$ cat src/rtl/regfile_write_arbiter_if.sv
// Writeback-side bundle of the register file write arbiter: two requesters,
// the clear sequencer controls and the register file write port.
interface regfile_write_arbiter_if #(
    parameter int ADDR_WIDTH = 5,
    parameter int DATA_WIDTH = 32
);
    logic                  req0_valid;
    logic [ADDR_WIDTH-1:0] req0_addr;
    logic [DATA_WIDTH-1:0] req0_data;
    logic                  req0_ready;
    logic                  req1_valid;
    logic [ADDR_WIDTH-1:0] req1_addr;
    logic [DATA_WIDTH-1:0] req1_data;
    logic                  req1_ready;
    logic                  clear_req;
    logic                  clear_busy;
    logic [ADDR_WIDTH-1:0] rf_write_addr;
    logic [DATA_WIDTH-1:0] rf_write_data;

    modport master (
        output req0_valid, req0_addr, req0_data,
        input  req0_ready,
        output req1_valid, req1_addr, req1_data,
        input  req1_ready,
        output clear_req,
        input  clear_busy,
        input  rf_write_addr, rf_write_data
    );

    modport slave (
        input  req0_valid, req0_addr, req0_data,
        output req0_ready,
        input  req1_valid, req1_addr, req1_data,
        output req1_ready,
        input  clear_req,
        output clear_busy,
        output rf_write_addr, rf_write_data
    );
endinterface

$ cat src/rtl/regfile_write_arbiter.sv
// Round-robin owner of the register file write port, with a one-register-per-
// cycle clear sweep of R1..NUM_REGS-1. Address 0 on the port is the idle write.
module regfile_write_arbiter #(
    parameter int ADDR_WIDTH = 5,
    parameter int DATA_WIDTH = 32,
    parameter int NUM_REGS   = 32
) (
    input  logic                   clk,
    input  logic                   rst,
    regfile_write_arbiter_if.slave bus
);
    typedef enum logic [0:0] {
        IDLE  = 1'b0,
        CLEAR = 1'b1
    } state_e;

    localparam logic [ADDR_WIDTH-1:0] LAST_REG = ADDR_WIDTH'(NUM_REGS - 1);

    state_e                state_q;
    logic [ADDR_WIDTH-1:0] cnt_q;
    logic                  rr_last_q;
    logic                  busy_q;
    logic [ADDR_WIDTH-1:0] addr_q;
    logic [DATA_WIDTH-1:0] data_q;
    logic                  grant0_d;
    logic                  grant1_d;

    // Grant selection; rr_last_q holds the id of the most recent winner.
    always_comb begin
        grant0_d = 1'b0;
        grant1_d = 1'b0;
        if (rst) begin
            grant0_d = 1'b0;
            grant1_d = 1'b0;
        end else if ((state_q == IDLE) && !bus.clear_req) begin
            if (bus.req0_valid && bus.req1_valid) begin
                grant0_d = rr_last_q;
                grant1_d = ~rr_last_q;
            end else begin
                grant0_d = bus.req0_valid;
                grant1_d = bus.req1_valid;
            end
        end else begin
            grant0_d = 1'b0;
            grant1_d = 1'b0;
        end
    end

    assign bus.req0_ready    = grant0_d;
    assign bus.req1_ready    = grant1_d;
    assign bus.clear_busy    = busy_q;
    assign bus.rf_write_addr = addr_q;
    assign bus.rf_write_data = data_q;

    // Sequencer state, arbitration history and the registered write port.
    always_ff @(posedge clk or posedge rst) begin
        if (rst) begin
            state_q   <= IDLE;
            cnt_q     <= '0;
            rr_last_q <= 1'b1;
            busy_q    <= 1'b0;
            addr_q    <= '0;
            data_q    <= '0;
        end else begin
            case (state_q)
                IDLE: begin
                    if (bus.clear_req) begin
                        state_q <= CLEAR;
                        cnt_q   <= ADDR_WIDTH'(1);
                        busy_q  <= 1'b1;
                        addr_q  <= '0;
                        data_q  <= '0;
                    end else if (grant0_d) begin
                        addr_q    <= bus.req0_addr;
                        data_q    <= bus.req0_data;
                        rr_last_q <= 1'b0;
                    end else if (grant1_d) begin
                        addr_q    <= bus.req1_addr;
                        data_q    <= bus.req1_data;
                        rr_last_q <= 1'b1;
                    end else begin
                        addr_q <= '0;
                        data_q <= '0;
                    end
                end
                CLEAR: begin
                    addr_q <= cnt_q;
                    data_q <= '0;
                    // Exit on the last register so the counter never wraps.
                    if (cnt_q == LAST_REG) begin
                        state_q <= IDLE;
                        busy_q  <= 1'b0;
                        cnt_q   <= '0;
                    end else begin
                        cnt_q <= cnt_q + ADDR_WIDTH'(1);
                    end
                end
                default: begin
                    state_q <= IDLE;
                    busy_q  <= 1'b0;
                    cnt_q   <= '0;
                    addr_q  <= '0;
                    data_q  <= '0;
                end
            endcase
        end
    end
endmodule
$ cat src/flat_wrapper.sv
// flat-port wrapper written by rule: the top's interface ports become plain ports
module regfile_write_arbiter_flat 
#(
    parameter int ADDR_WIDTH = 5,
    parameter int DATA_WIDTH = 32,
    parameter int NUM_REGS   = 32
)
  (clk, rst, bus_req0_valid, bus_req0_addr, bus_req0_data, bus_req0_ready, bus_req1_valid, bus_req1_addr, bus_req1_data, bus_req1_ready, bus_clear_req, bus_clear_busy, bus_rf_write_addr, bus_rf_write_data);
  regfile_write_arbiter_if #(.ADDR_WIDTH(ADDR_WIDTH), .DATA_WIDTH(DATA_WIDTH)) bus_i ();
  input  logic clk;
  input  logic rst;
  input wire logic [$bits(bus_i.req0_valid)-1:0] bus_req0_valid;
  input wire logic [$bits(bus_i.req0_addr)-1:0] bus_req0_addr;
  input wire logic [$bits(bus_i.req0_data)-1:0] bus_req0_data;
  output wire logic [$bits(bus_i.req0_ready)-1:0] bus_req0_ready;
  input wire logic [$bits(bus_i.req1_valid)-1:0] bus_req1_valid;
  input wire logic [$bits(bus_i.req1_addr)-1:0] bus_req1_addr;
  input wire logic [$bits(bus_i.req1_data)-1:0] bus_req1_data;
  output wire logic [$bits(bus_i.req1_ready)-1:0] bus_req1_ready;
  input wire logic [$bits(bus_i.clear_req)-1:0] bus_clear_req;
  output wire logic [$bits(bus_i.clear_busy)-1:0] bus_clear_busy;
  output wire logic [$bits(bus_i.rf_write_addr)-1:0] bus_rf_write_addr;
  output wire logic [$bits(bus_i.rf_write_data)-1:0] bus_rf_write_data;
  assign bus_i.req0_valid = bus_req0_valid;
  assign bus_i.req0_addr = bus_req0_addr;
  assign bus_i.req0_data = bus_req0_data;
  assign bus_req0_ready = bus_i.req0_ready;
  assign bus_i.req1_valid = bus_req1_valid;
  assign bus_i.req1_addr = bus_req1_addr;
  assign bus_i.req1_data = bus_req1_data;
  assign bus_req1_ready = bus_i.req1_ready;
  assign bus_i.clear_req = bus_clear_req;
  assign bus_clear_busy = bus_i.clear_busy;
  assign bus_rf_write_addr = bus_i.rf_write_addr;
  assign bus_rf_write_data = bus_i.rf_write_data;
  regfile_write_arbiter #(.ADDR_WIDTH(ADDR_WIDTH), .DATA_WIDTH(DATA_WIDTH), .NUM_REGS(NUM_REGS)) u_core (.clk(clk), .rst(rst), .bus(bus_i));
endmodule
$ cat config.mk
export PLATFORM = sky130hd
export DESIGN_NAME = regfile_write_arbiter_flat
export DESIGN_NICKNAME = d
export VERILOG_FILES = /design/src/rtl/regfile_write_arbiter_if.sv /design/src/rtl/regfile_write_arbiter.sv /design/src/flat_wrapper.sv
export SDC_FILE = /design/constraint.sdc
export NUM_CORES = 1
export LEC_CHECK = 0
export ABC_CLOCK_PERIOD_IN_PS = 1860
export CAP_MARGIN = 20
export CORE_MARGIN = 2
export CORE_UTILIZATION = 36
export CTS_BUF_LIST = sky130_fd_sc_hd__clkbuf_2
export DETAILED_ROUTE_END_ITERATION = 8
export PLACE_DENSITY = 0.92
export SYNTH_ARGS = -nofsm -noshare
export SYNTH_HDL_FRONTEND = slang
export SYNTH_SLANG_ARGS = --single-unit
$ cat constraint.sdc
create_clock -name clk -period 1.86 [get_ports clk]
set_clock_uncertainty 0.05 [all_clocks]
set_input_delay 0.372 -clock clk [delete_from_list [all_inputs] [get_ports clk]]
set_output_delay 0.372 -clock clk [all_outputs]
set_load 0.01 [all_outputs]
* Word level (Yosys, flattened, before mapping)
Index checks and enable logic that the tools add are counted.
Cells by class: $add $sub $neg 1, reduce and logical (&&, ||, !) cells 6, eq/ne operators 3, bitwise logic cells 3, muxes and demuxes 25
Operators by type and width (number):
- 2-to-1 mux 32 bit | 3
- case mux 32 bit (2 select lines) | 1
- 2-to-1 mux 5 bit | 5
- case mux 5 bit (2 select lines) | 2
- 2-to-1 mux 1 bit | 12
- adder 5 x 1 -> 5 bit (second input constant) | 1
- == test 5 bit (second input constant) | 1
- inequality test 2 bit (second input constant) | 2
- case mux 1 bit (2 select lines) | 2
- inverter 1 bit | 3
- AND reduction 3 bit | 1
- logical AND 1 bit | 2
- AND reduction 2 bit | 1
- nonzero test 2 bit | 1
- logical NOT 1 bit | 1
Storage, ports and cells: register bits after elaboration 45, input bits 79, output and inout port bits 40

* Depth between registers and ports, before layout
Gate-level depths: netlist of the first run.
depth in word-level cells 8, depth in mapped cells 5

* Worst setup path before layout of the first run
No wires, ideal clock.
kind register -> register, start point register u_core.cnt_q[0], end point register u_core.cnt_q[4], arrival 1.271 ns, clock period less this slack 1.442 ns, buffers on the path 0, slack 0.418 ns, stages on the path, launching flop included 5, cells stage by stage dfrtp_1 -> ha_1 -> and3_1 -> ha_1 -> a22o_1
Between the ends: cells in the longest elaborated chain, start to end 3
Ends and longest elaborated chain:
- from (decl) | RTL line regfile_write_arbiter.sv:20 | logic [ADDR_WIDTH-1:0] cnt_q;
- from (signal assigned) | RTL line regfile_write_arbiter.sv:95 | cnt_q <= cnt_q + ADDR_WIDTH'(1);
- adder 5 x 1 -> 5 bit or == test 5 bit (tied branches) | RTL line regfile_write_arbiter.sv:95, regfile_write_arbiter.sv:90
- 2-to-1 mux 5 bit (*) | RTL line regfile_write_arbiter.sv:90 | if (cnt_q == LAST_REG) begin
- case mux 5 bit (2 select lines) (*) | RTL line regfile_write_arbiter.sv:65 | case (state_q)
Mark *: on every way between the ends. The rest lies on a longest branch, timed or not. A chain may end at the register's enable or synchronous reset.

* Final worst setup path of the first run
start point register u_core.state_q, end point output port bus_req1_ready
Between the ends: cells in the longest elaborated chain, start to end 4
Ends and longest elaborated chain:
- from (decl) | RTL line regfile_write_arbiter.sv:19 | state_e state_q;
- from (signal assigned) | RTL line regfile_write_arbiter.sv:58 | state_q <= IDLE;
- from (signal assigned) | RTL line regfile_write_arbiter.sv:68 | state_q <= CLEAR;
- from (signal assigned) | RTL line regfile_write_arbiter.sv:91 | state_q <= IDLE;
- inverter 1 bit (no source line)
- logical AND 1 bit | RTL line regfile_write_arbiter.sv:35 | end else if ((state_q == IDLE) && !bus.clear_req) begin
- 2-to-1 mux 1 bit | RTL line regfile_write_arbiter.sv:35
- 2-to-1 mux 1 bit | RTL line regfile_write_arbiter.sv:32 | if (rst) begin
- to (decl) | RTL line flat_wrapper.sv:19 | output wire logic [$bits(bus_i.req1_ready)-1:0] bus_req1_ready;
Every way passes these cells.

==> metrics, run 1 <==
status completed; per-cell routed wire length 16.0 µm; Crit path required time 1.44 ns; die area 0.00542 mm²; max-cap viol count 0; final setup fails 0; htree depth 2; via count 1532; pwr dens 788 mW/mm²; Area Overhead vs Synth 74.3%; CP max FO 4; Routed Antenna Nets 0; register area share after synthesis 0.646; layout cells sized above 1 0.0847; worst vdd ir 0.586 mV; core footprint between 0.004 and 0.005 mm²; ant diodes 0; Tot Pwr 2.40 mW; syn nets 205; routability congestion estimate 0.803; hold crit path type in -> async; critical path endpoint category output pin; Design Area, Final approximately 0.0030 mm²; Die H roughly 74 µm; Setup WS post-layout 0.0432 ns; crit path DAT 1.39 ns; Root Buffer clkbuf_2; Final #Nets 329; Crit Path Class reg -> out; mapped cell area 0.00175 mm²; Peak Freq 0.550 GHz; clock buffer depth 2; Initial Utilization 0.372; Post-route DRC 0; Vias/cell 5.07; GRT Util Overall 0.178; initial antenna violation count 0; Ys Warns 0; Initial DRC Count 75; grt total ovfl 0; vias in the first global route 1513; Cells after Synth 124; Yosys cell types 24; Relative slew margins 0.732; Rows 25; syn_area_per_cell 14.1 µm²; router iterations before antenna repair 4; clock-pin slew on the worst setup and hold paths 0.20 ns; half-perimeter wire length after placement about 3600 µm; dpl cell area roughly 0.003 mm²; Setup TNS Final 0 ns; Total Wirelength between 4000 and 5000 µm; final hold vios 0; Num CTS Buffers 5; largest net degree at the start of global routing 46; hold slack 0.134 ns; Worst Max-Slew Pin Slew 0.402 ns; Die X ~74 µm; Final min period approximately 1.8 ns; I/O Buffers ~120; Slew Viols, Final 0; part of the cycle the worst path needs 0.977; CTS tree yes; FF+latch count, synth 45; Lkg Pwr 1.35 nW; clk_lat worst skew 0.38 ns; first-pass GRT wire length 7240 µm; clock tree sinks between 40 and 50; IO Count 119; Startpoint Class flop; pre-CTS setup slack -0.420 ns
## worst max-delay path: stages (launching register included)
cell and delay, ns:
dfrtp_1 0.46, nor3_4 0.20, and3_4 0.23, buf_4 0.12
## where the power goes
part	internal, mW	total, mW	switching, mW
registers	1.14	1.24	0.100
logic	0.506	0.789	0.284
clock network	0.0879	0.369	0.281
## cell type report
cell class | instances | area, µm²
fillers | 356 | 1650
inverters | 2 | 7.51
repair buffers | 126 | 1260
multi-input cells | 68 | 549
well taps | 54 | 67.6
clock buffers | 6 | 30.0
flip-flops and latches | 45 | 1130
clock inverters | 1 | 3.75
## layer usage
metal  track usage  vias up  part of all wire  routed length (µm)
li1              -      715                 -                   -
met1         0.202      743              0.37                1800
met2         0.317       66              0.54                2630
met3        0.0480        8             0.067                 325
met4        0.0687        0             0.018                  89
met5             0        -                 0                   0
## through the flow
step	utilization	instances
floorplan	-	124
CTS	0.641	301
detailed placement	0.634	293
global placement	0.634	293
finish	0.649	302
global route	0.649	302
## Yosys cell counts
library cell | n | area (µm²)
clkbuf_1 | 1 | 3.75
nor2_1 | 2 | 7.51
buf_6 | 5 | 56.3
and2_1 | 5 | 31.3
a31oi_1 | 1 | 6.26
a22o_1 | 34 | 298
buf_2 | 2 | 10.0
nand2b_1 | 2 | 12.5
inv_1 | 2 | 7.51
a221o_1 | 5 | 50.1
buf_4 | 1 | 7.51
nand2_1 | 3 | 11.3
ha_1 | 2 | 25.0
dfstp_2 | 1 | 26.3
nand3_1 | 1 | 5.00
dfrtp_1 | 44 | 1100
o22ai_1 | 1 | 6.26
xnor2_1 | 1 | 8.76
o31a_1 | 1 | 8.76
nor3_2 | 1 | 10.0
o21ai_0 | 3 | 15.0
a21oi_1 | 2 | 10.0
xor2_1 | 1 | 8.76
and3_1 | 3 | 18.8
## timing repair
action,4_1_cts,5_1_grt
endpoints found under the hold margin,0,0
pin swaps,3,0
buffers inserted,1,1
setup endpoints to repair,2,3
hold buffers,0,0
resized for setup,8,7
## cells in the final DEF, fill, tap and decap left out, drive strengths merged
cell / netlist / final
clkdlybuf4s50: 0 / 114
dfrtp: 44 / 44
a22o: 34 / 34
buf: 8 / 10
clkbuf: 1 / 6
and2: 5 / 5
a221o: 5 / 5
nand2: 3 / 3
o21ai: 3 / 3
and3: 3 / 3
nand2b: 2 / 2
nor2: 2 / 2
a21oi: 2 / 2
ha: 2 / 2
dlymetal6s2s: 0 / 2
inv: 2 / 2
nor3: 1 / 1
o31a: 1 / 1
xnor2: 1 / 1
nand3: 1 / 1
xor2: 1 / 1
a31oi: 1 / 1
o22ai: 1 / 1
clkinv: 0 / 1
dfstp: 1 / 1
## path summary, 6_finish.rpt
path                                  start  slack (ns)  cells past startpoint                          end
max                          u_core.state_q        0.04                      3               bus_req1_ready
max reg2reg                u_core.rr_last_q        0.19                      5  u_core.bus.rf_write_addr[3]
min reg2reg                u_core.rr_last_q        0.50                      2             u_core.rr_last_q
max in group asynchronous               rst        1.37                      4             u_core.rr_last_q
min                                     rst        0.13                      4              u_core.cnt_q[4]
min in group clk              bus_clear_req        0.34                      4             u_core.rr_last_q
## flip-flops by register name, summed over array words and instances, names as in the netlist
register                  cells
u_core.bus.clear_busy         1
u_core.bus.rf_write_addr      5
u_core.bus.rf_write_data     32
u_core.cnt_q                  5
u_core.rr_last_q              1
u_core.state_q                1
## logic make-up (layout without fill, tap and decap cells)
logic type / count (synthesis) / count (layout) / share of synthesized area
xor gates and xnor gates: 2 / 2 / 0.0100
DFF: 45 / 45 / 0.646
AOI/OAI and AO/OA: 47 / 47 / 0.226
and+or+nand+nor: 17 / 17 / 0.0552
buffers and inverters: 11 / 135 / 0.0487
adders and majority gates: 2 / 2 / 0.0143
Note: power is estimated with default switching activity, not from simulation.
==> run 2, diff against run 1 <==
--- a/config.mk
+++ b/config.mk
@@ -7,7 +7,6 @@
 export LEC_CHECK = 0
 export ABC_CLOCK_PERIOD_IN_PS = 1860
 export CAP_MARGIN = 20
-export CORE_MARGIN = 2
 export CORE_UTILIZATION = 36
 export CTS_BUF_LIST = sky130_fd_sc_hd__clkbuf_2
 export DETAILED_ROUTE_END_ITERATION = 8
==> constraint.sdc (replaced) <==
create_clock -name clk -period 1.86 [get_ports clk]
set_clock_uncertainty 0.05 [all_clocks]
set_input_delay 0.372 -clock clk [delete_from_list [all_inputs] [get_ports clk]]
set_output_delay 0.372 -clock clk [all_outputs]
set_load 0.02 [all_outputs]
==> metrics, run 2 (synthesis gave the netlist of run 1 again) <==
status completed; Setup TNS Final 0 ns (unchanged); first-pass GRT wire length 7180 µm (-0.86%); GRT Util Overall 0.183 (+0.00498); Startpoint Class flop; clock-pin slew on the worst setup and hold paths 0.20 ns (about the same); Clock power frac 0.152 (-0.002); FF-to-FF setup slack 0.25 ns (+0.06 ns); worst flop-to-flop path endpoint u_core.bus.rf_write_data[9]; most frequent cells in the layout clkdlybuf4s50_1, dfrtp_1, a22o_1; Internal Power 1.71 mW (-1.2%); per-cell routed wire length 15.6 µm (-2.5%); Slew Viols, Final 0 (unchanged); htree depth 2 (unchanged); Routed Antenna Nets 0 (unchanged); RSZ-0062 raised after global routing true; vias in the first global route 1520 (+0.46%); switching part of the total 0.301 (+0.0241); hold crit path type in -> async; Filler cells 334 (-6.2%); clock buffer depth 2 (unchanged); Design Area, Final 0.00308 mm² (+1.3%); Area Overhead vs Synth 76.6%; routability congestion estimate 0.789 (-1.7%); initial antenna violation count 0 (unchanged); final hold vios 0 (unchanged); pwr dens 794 mW/mm² (+0.86%); Root Buffer clkbuf_2; part of the cycle the worst path needs 0.985 (+0.00802); max reg flops 32 (unchanged); Buf/Inv on CP 1 (unchanged); max-cap viol count 0 (unchanged); Die H 71.6 µm (-2.7%); final setup fails 0 (unchanged); clk_lat worst skew 0.39 ns (about the same); CP max FO 3 (-1); r2r startpoint u_core.rr_last_q; half-perimeter wire length after placement 3430 µm (-3.4%); largest net degree at the start of global routing 46 (unchanged); core footprint 0.00450 mm² (-4.0%); Initial Utilization 0.388 (+0.0155); crit path DAT 1.41 ns (+0.02 ns); crit-path cells nand2b_1 -> and3_4 -> buf_6; layout cells sized above 1 0.0843 (-0.000340); Final #Nets 329 (unchanged); die area 0.00513 mm² (-5.4%); ant diodes 0 (unchanged); sequential share of power 0.503 (-0.014); I/O Buffers 118 (unchanged); Relative slew margins 0.736 (+0.00337); Initial DRC Count 65 (-13%); Crit path required time 1.44 ns (about the same); Lkg Pwr 1.62 nW (+20%); grt total ovfl 0 (unchanged); Final min period 1.83 ns (+0.0149 ns); Die X 71.6 µm (-2.7%); IO Count 119 (unchanged); commonest non-fill, non-tap cell in the layout clkdlybuf4s50_1; CTS tree yes; Vias/cell 5.07 (-0.13%); logic gate share of total power 0.345 (+0.016); Rows 24 (-4.0%); critical path endpoint category output pin; crit path max-delay cell type dfstp_2; Post-route DRC 0 (unchanged); Peak Freq 0.546 GHz (-0.81%); Crit path max-delay family flip-flops; router iterations before antenna repair 4 (unchanged); Worst Max-Slew Pin Slew 0.396 ns (-0.00506 ns); Total Wirelength 4710 µm (-2.8%); Num CTS Buffers 5 (unchanged); max incr delay on CP 0.59 ns (+0.13 ns); via count 1525 (-0.46%); worst vdd ir 0.534 mV (-9.0%); pre-CTS setup slack -0.502 ns (-0.0823 ns); dpl cell area 0.00297 mm² (about the same); Crit Path Class reg -> out; Psw 0.738 mW (+11%); Setup WS post-layout 0.0283 ns (-0.0149 ns); clock tree sinks 45 (unchanged); Layout Utilization 0.684 (+0.0359); Register-to-Register Path Depth 4 (-1)
==> run 2: cell count changes in the layout (fill, tap and decap cells not counted) <==
cell	before	now
dlymetal6s2s_1	2	17
clkinv_2	0	1
clkinv_1	1	2
buf_6	1	2
clkbuf_2	6	5
clkdlybuf4s50_1	114	97
dlygate4sd2_1	0	2
buf_4	8	7
==> run 2: worst max-delay path by stage <==
stage / start / to / slack [ns] / depth (start not counted)
after CTS: bus_clear_req / bus_req1_ready / 0.005 / 4
after global placement: bus_clear_req / bus_req1_ready / -0.43 / 4
after detailed placement: bus_clear_req / bus_req1_ready / -0.50 / 4
after floorplan: rst / u_core.bus.clear_busy / 0.38 / 1
after global routing: u_core.rr_last_q / bus_req0_ready / -0.04 / 3
final: u_core.rr_last_q / bus_req0_ready / 0.03 / 3
==> run 2: metal layers <==
| layer | wire (µm) | global-route usage |
|---|---|---|
| met1 | 1690 | 0.207 |
| met2 | 2560 | 0.325 |
| met5 | 0 | 0 |
| met3 | 392 | 0.0633 |
| met4 | 63 | 0.0588 |
==> run 2: cell type report <==
type                    count  area (µm²)  area share
repair buffers            126        1300       0.420
clock inverters             3        12.5     0.00406
multi-input cells          68         549       0.178
flip-flops and latches     45        1130       0.366
well taps                  52        65.1      0.0211
clock buffers               5        25.0     0.00812
inverters                   2        7.51     0.00244
==> run 2: repair_timing <==
item,in CTS,in global routing
buffers inserted,2,0
pin swaps,2,0
endpoints found under the setup margin,4,17
hold buffers,0,0
gates resized for setup,12,22
==> run 2: worst reg2reg max path, stage by stage, from the launching register on <==
cell	delay, ns
dfstp_2	0.59
nand2b_1	0.12
and3_4	0.20
buf_4	0.36
a22o_1	0.23
==> run 2: power by group through the flow <==
stage | logic [mW] | clock network [mW] | registers, mW
after CTS | 0.853 | 0.390 | 1.23
after detailed placement | 0.847 | 0 | 1.26
after global placement | 0.814 | 0 | 1.25
final | 0.845 | 0.371 | 1.23
after global routing | 0.911 | 0.436 | 1.25
after floorplan | 0.324 | 0 | 1.34
==> run 2: stage by stage <==
stage                     instances  power (mW)  hold slack (ns)
after floorplan                 124        1.67            0.392
final                           301        2.45            0.112
after global routing            301        2.60            0.107
after global placement          291        2.06            0.455
after CTS                       301        2.47            0.379
after detailed placement        291        2.10            0.482
